$ cat config.mk
export PLATFORM = sky130hd
export DESIGN_NAME = rrfifo_replay_ctrl
export DESIGN_NICKNAME = d
export VERILOG_FILES = /design/src/rtl/rrfifo_replay_ctrl.sv
export SDC_FILE = /design/constraint.sdc
export NUM_CORES = 1
export LEC_CHECK = 0
export BUFFER_PORTS_ARGS = -buffer_cell sky130_fd_sc_hd__buf_2
export CORE_AREA = 2 2 84 86
export DETAILED_ROUTE_END_ITERATION = 7
export DIE_AREA = 0 0 86 88
export PLACE_DENSITY = 0.81
export SYNTH_ARGS = -nofsm -noshare
export SYNTH_HDL_FRONTEND = slang
export SYNTH_SLANG_ARGS = --single-unit
$ cat constraint.sdc
create_clock -name clk_i -period 3.1 [get_ports clk_i]
set_input_delay 0.93 -clock clk_i [delete_from_list [all_inputs] [get_ports clk_i]]
set_output_delay 0.93 -clock clk_i [all_outputs]
set_load 0.01 [all_outputs]
$ cat src/rtl/rrfifo_replay_ctrl.sv
// Replay sequencer for one re-readable operand FIFO: loads it once from wide
// memory beats, replays it to a narrow consumer N times, then flushes it.
module rrfifo_replay_ctrl #(
  parameter int unsigned WR_DATA_WIDTH = 64,
  parameter int unsigned RD_DATA_WIDTH = 32,
  parameter int unsigned DEPTH         = 8,
  parameter int unsigned MAX_REPLAYS   = 255,
  parameter int unsigned RATIO         = WR_DATA_WIDTH / RD_DATA_WIDTH,
  parameter int unsigned RepW          = $clog2(MAX_REPLAYS + 1),
  parameter int unsigned IdxW          = (DEPTH > 1) ? $clog2(DEPTH) : 1
) (
  input  logic                     clk_i,
  input  logic                     rst_ni,
  input  logic                     cmd_valid_i,
  output logic                     cmd_ready_o,
  input  logic [RepW-1:0]          cmd_replays_i,
  input  logic                     abort_i,
  input  logic                     mem_valid_i,
  output logic                     mem_ready_o,
  input  logic [WR_DATA_WIDTH-1:0] mem_data_i,
  output logic                     fifo_push_o,
  output logic [WR_DATA_WIDTH-1:0] fifo_wdata_o,
  input  logic                     fifo_full_i,
  input  logic                     fifo_load_finished_i,
  output logic                     fifo_pop_o,
  input  logic [RD_DATA_WIDTH-1:0] fifo_rdata_i,
  output logic                     fifo_flush_o,
  output logic                     out_valid_o,
  input  logic                     out_ready_i,
  output logic [RD_DATA_WIDTH-1:0] out_data_o,
  output logic                     out_last_o,
  output logic                     out_final_o,
  output logic                     busy_o,
  output logic                     done_o
);

  if ((RATIO == 0) || (DEPTH % RATIO != 0)) begin : g_bad_cfg
    $error("DEPTH must be a non-zero multiple of WR_DATA_WIDTH/RD_DATA_WIDTH");
  end

  typedef enum logic [1:0] {
    S_IDLE,
    S_LOAD,
    S_REPLAY,
    S_FLUSH
  } state_e;

  localparam logic [IdxW-1:0] LastIdx = IdxW'(DEPTH - 1);
  localparam logic [RepW-1:0] MaxRep  = RepW'(MAX_REPLAYS);

  state_e          r_state;
  state_e          w_next;
  logic [RepW-1:0] r_passes;
  logic [RepW-1:0] r_pass_cnt;
  logic [IdxW-1:0] r_elem_cnt;
  logic            r_done;
  logic            w_cmd_fire;
  logic [RepW-1:0] w_passes_clamped;

  assign w_cmd_fire       = cmd_valid_i & cmd_ready_o;
  assign w_passes_clamped = (cmd_replays_i > MaxRep) ? MaxRep : cmd_replays_i;

  always_ff @(posedge clk_i or negedge rst_ni) begin
    if (!rst_ni) begin
      r_state <= S_IDLE;
    end else begin
      r_state <= w_next;
    end
  end

  always_comb begin
    w_next = r_state;
    unique case (r_state)
      S_IDLE:   if (cmd_valid_i) w_next = S_LOAD;
      S_LOAD: begin
        if (abort_i) begin
          w_next = S_FLUSH;
        end else if (fifo_load_finished_i && fifo_push_o) begin
          w_next = (r_passes == '0) ? S_FLUSH : S_REPLAY;
        end
      end
      S_REPLAY: if (abort_i || (fifo_pop_o && out_final_o)) w_next = S_FLUSH;
      S_FLUSH:  w_next = S_IDLE;
      default:  w_next = S_IDLE;
    endcase
  end

  always_comb begin
    cmd_ready_o  = 1'b0;
    mem_ready_o  = 1'b0;
    out_valid_o  = 1'b0;
    out_last_o   = 1'b0;
    out_final_o  = 1'b0;
    fifo_flush_o = 1'b0;
    unique case (r_state)
      S_IDLE:   cmd_ready_o = 1'b1;
      S_LOAD:   mem_ready_o = ~fifo_full_i & ~abort_i;
      S_REPLAY: begin
        out_valid_o = 1'b1;
        out_last_o  = (r_elem_cnt == LastIdx);
        out_final_o = out_last_o & (r_pass_cnt == r_passes - RepW'(1));
      end
      S_FLUSH:  fifo_flush_o = 1'b1;
      default:  cmd_ready_o = 1'b0;
    endcase
  end

  assign fifo_push_o  = mem_valid_i & mem_ready_o;
  assign fifo_wdata_o = mem_data_i;
  assign fifo_pop_o   = out_valid_o & out_ready_i & ~abort_i;
  assign out_data_o   = fifo_rdata_i;
  assign busy_o       = (r_state != S_IDLE);
  assign done_o       = r_done;

  // Element index wraps per pass; the pass counter only advances on a wrap.
  always_ff @(posedge clk_i or negedge rst_ni) begin
    if (!rst_ni) begin
      r_passes   <= '0;
      r_pass_cnt <= '0;
      r_elem_cnt <= '0;
      r_done     <= 1'b0;
    end else begin
      r_done <= (r_state == S_FLUSH);
      if (w_cmd_fire) begin
        r_passes   <= w_passes_clamped;
        r_pass_cnt <= '0;
        r_elem_cnt <= '0;
      end else if (fifo_pop_o) begin
        if (r_elem_cnt == LastIdx) begin
          r_elem_cnt <= '0;
          r_pass_cnt <= r_pass_cnt + RepW'(1);
        end else begin
          r_elem_cnt <= r_elem_cnt + IdxW'(1);
        end
      end
    end
  end

endmodule

Word level (Yosys, flattened, before mapping)
Cells that the tools add are included.
- register bits: 22
- memories kept: 0
- input port bits: 112
- bits in read-only memories: 0
- bits in latches: 0
- bits in writable memories: 0
- shift operators: 0
- divide/modulo/power cells: 0
- multipliers: 0
- bitwise gates (word level): 8
- add/sub/neg operators: 3
- $lt $le $gt $ge: 1
- reductions and logical operators: 10
- eq/ne operators: 8
- mux-type cells: 19
- operators by type and width (kind ; count):
    $mux W8 ; 4
    $mux W3 ; 3
    $add A8 B1 Y8 const B ; 1
    $eq A8 B8 Y1 ; 1
    $gt A8 B8 Y1 const B ; 1
    $logic_not A8 Y1 ; 1
    $mux W2 ; 4
    $pmux W2 S4 ; 1
    $sub A8 B1 Y8 const B ; 1
    $mux W1 ; 7
    $and A1 B1 Y1 ; 6
    $reduce_bool A2 Y1 ; 3
    $eq A2 B2 Y1 const B ; 2
    $ne A2 B2 Y1 const B ; 2
    $add A3 B1 Y3 const B ; 1
    $eq A3 B3 Y1 const B ; 1
    $ne A3 B3 Y1 const B ; 1
    $reduce_and A3 Y1 ; 1
    $eq A2 B1 Y1 const B ; 1
    $logic_and A1 B1 Y1 ; 2
    $logic_not A2 Y1 ; 1
    $not A1 Y1 ; 2
    $reduce_and A2 Y1 ; 1
    $logic_or A1 B1 Y1 ; 1

Logic depth before layout (Yosys ltp)
- word-level depth: 8
- depth in mapped cells: 8
- depth with buffers taken out: 8

Least setup slack after synthesis
OpenSTA, ideal clock, no wires.
- path type: reg-to-output
- start: register r_passes[2]
- end: output port out_final_o
- arrival time: 1.715 ns
- stages on the path, launching flop included: 6
- slack: 0.455 ns
- buffers on the path: 0
- path through: dfrtp_1 -> or4_4 -> nor4_2 -> xnor2_1 -> nand3_2 -> nor3_1
- cells in the longest elaborated chain, start to end: 4
- RTL lines (what ; line ; source):
    start, declared ; 53 ; logic [RepW-1:0] r_passes;
    start signal, assigned ; 125 ; r_passes <= w_passes_clamped;
    $sub A8 B1 Y8 ; 101 ; out_final_o = out_last_o & (r_pass_cnt == r_passes - RepW'(1));
    $eq A8 B8 Y1 ; 101 ;
    $and A1 B1 Y1 ; 101 ;
    $mux W1 ; 95 ; unique case (r_state)
    end, declared ; 32 ; output logic out_final_o,
Every way passes these cells.

Final worst setup path
Same ends and word-level chain as after synthesis.

==> run metrics <==
Max Freq=0.334 GHz; Critical Path End=out_final_o; Final Max Slew Viols=0; DRC viols=0; mean post-synth cell area=9.22 um2; switching pwr=0.463 mW; net total in the final layout=274; Post-synth EDFFs=0; synth unique cells=32; Core Area=0.00664 mm2; diodes inserted=0; sequential area share after synthesis=27.1%; crit start category=register; highest-delay cell along the critical path=or4_4; Placed Instances=228; Setup CP Type=register to output pin; FF-to-FF setup slack=710 ps; Bufs and invs on worst path=1; Pint=0.740 mW; Reg2Reg Launch Point=r_passes[2]; Die ar.=0.00757 mm2; Leak=0.747 nW; Worst Path Arrival=2060 ps; die span in x=86 um; I/O pin total=218; hold_buf cts=0; simple-gate area share of the yosys netlist=12.6%; Post-Layout Cell Count=232; Yosys top cell area share=35.5%; synth top area cells=buf_4, dfrtp_1, xnor2_1, ha_1, xor2_1; Worst Skew=0.952 ps; vias in the first global route=1084; final hold slack=533 ps; pin count of the biggest net entering global routing=23; RR Endpoint=r_state[1]; asr flop ratio synth=100%; critical path's top delay family=simple AND/OR/NAND/NOR gates; Vias/cell=4.54; number of stages on the worst setup path=6; main combinational cell family by area after synthesis=buffers and inverters; Netlist Area Pre-Place=0.00203 mm2; area leader, netlist=buf_4; GRT Total Usage=8.34%; Iter 0 DRT Violations=28; row count=30; total power=1.20 mW; layout cells sized above 1=29.6%; CP cell instances=or4_4, nor4_4, xnor2_1, nand3_2, nor3_2, buf_2; Post-DP HPWL=2640 um; Mapped Nets=340; initial core utilization=30.5%; clock-pin slew on the worst setup and hold paths=70 ps; fraction of power consumed by sequential logic=39.9%; Crit path largest cell delay=580 ps; Compound-Gate Fraction of Synth Area=3.58%; Sink Count=22; crit path time final=2990 ps; Port-buffer cells=25; initial antenna violation count=0; post-route ant nets=0; worst reg2reg path depth=6; Setup crit end kind=output pin; Cells after Synth=220; worst slew pin tran=502 ps; Inserted Clock Buffers=3; Final WS setup=108 ps; Max VDD drop=0.232 mV; crit path from=r_passes[2]; post-synthesis mux area share=5.43%; Pwr Density=751 mW/mm2; H-tree depth reported by CTS=1; Final GP Congestion=0.824; Synth Area in XOR/XNOR=9.07%; status=finished clean; Comb pwr share=45.7%; Layout area overhead=-21.0%; critical-path maximum fanout=3; drt total wl=3360 um; CTS tree=yes; clock root buffer=clkbuf_8; first-pass GRT wire length=4980 um; Finish-stage setup viols=0; pre-CTS setup slack=250 ps; leading post-synthesis cells by instance count=buf_4, dfrtp_1, nor2_1, xnor2_1, xor2_1; Final Hold Viols=0; RSZ-0062 raised after global routing=no; Critical Path RT=2170 ps; Net Sw Frac=38.5%; Rel. slew slack=66.5%; worst hold path class=register to register; Fin Setup TNS=0 ps; CTS max path bufs=2; Synth Warn #=0; GRT overflow=0; worst skew pair latency=260 ps; Clock power frac=14.4%; WL/cell=14.5 um; Tcrit/Tclk final=96.5%; total number of vias=1053; adder-cell share of the synthesized area=4.94%; max_cap viols=0; Main synth FF type=dfrtp_1; DRT Pass-1 Iters=4; top-count cell post-synth=buf_4; Yosys reg bits=22; die span in y=88 um
## power groups by stage
stage / combinational [mW] / sequential (mW) / clock, mW
6_report: 0.550 / 0.480 / 0.173
5_1_grt: 0.616 / 0.495 / 0.188
4_1_cts: 0.540 / 0.476 / 0.176
3_5_place_dp: 0.531 / 0.480 / 0
3_3_place_gp: 0.517 / 0.470 / 0
2_1_floorplan: 0.540 / 0.458 / 0
## area by class of cell
class / instances / area [um2]
tap: 80 / 100
multi-input combinational: 93 / 742
inverter: 7 / 26.3
sequential: 22 / 552
fill: 691 / 5040
timing repair buffer: 27 / 140
clock buffer: 3 / 41.3
## cells by family after synthesis
| family | count (synthesis) |
|---|---|
| AND/OR/NAND/NOR | 44 |
| flip-flops | 22 |
| buffers and inverters | 105 |
| multiplexers | 10 |
| XOR/XNOR | 21 |
| AO/OA/AOI/OAI | 10 |
| adder cells (fa/ha/maj) | 8 |
## metrics by stage
step	utilization (%)	instance area [um2]
3_3_place_gp	23.1	1530
3_5_place_dp	23.1	1530
2_1_floorplan	-	2030
6_report	24.1	1600
4_1_cts	23.8	1580
5_1_grt	24.1	1600
## flip-flops by register name, indices dropped and copies added (netlist names)
name,flops
done_o,1
r_elem_cnt,3
r_pass_cnt,8
r_passes,8
r_state,2
## placed cells by master (no fill, tap or decap), drive strengths merged
cell and n:
buf 27, dfrtp 22, nor2 14, xnor2 12, xor2 9, ha 8, mux2 8, inv 7
nand2 5, nand3 5, nor3 4, nor3b 4, nand2b 3, a21oi 3, o21ai 3, clkbuf 3
nand3b 2, o211ai 2, nand4 2, mux2i 2, or4 1, nor4 1, nor4bb 1, o41ai 1
and2 1, and3 1, o2111a 1
## layer usage
| layer | track usage [%] | vias to the layer above | wire length, um |
|---|---|---|---|
| li1 | - | 481 | - |
| met1 | 8.09 | 490 | 1180 |
| met2 | 15.2 | 55 | 1740 |
| met3 | 3.02 | 27 | 332 |
| met4 | 4.91 | 0 | 112 |
| met5 | 0 | - | 0 |
## timing repair
item | 4_1_cts | 5_1_grt
cloned | 0 | 0
resized for setup | 2 | 2
setup buffers | 0 | 1
pin swaps | 0 | 1
setup endpoints to repair | 1 | 1
## worst min path at each step
stage          slack, ps            end           from  depth (start not counted)
6_report             530  r_elem_cnt[1]  r_elem_cnt[1]                          2
5_1_grt              590  r_elem_cnt[2]  r_elem_cnt[2]                          2
4_1_cts              550  r_elem_cnt[2]  r_elem_cnt[2]                          2
3_5_place_dp         530  r_elem_cnt[2]  r_elem_cnt[2]                          2
3_3_place_gp         500  r_elem_cnt[1]  r_elem_cnt[1]                          2
2_1_floorplan        490  r_elem_cnt[1]  r_elem_cnt[1]                          2
## tightest hold or removal path, cell delays in order (launching register included)
cell	delay, ps
dfrtp_1	350
a21oi_1	60
nor2_1	80
No activity file was read; power rests on OpenSTA's default activity.
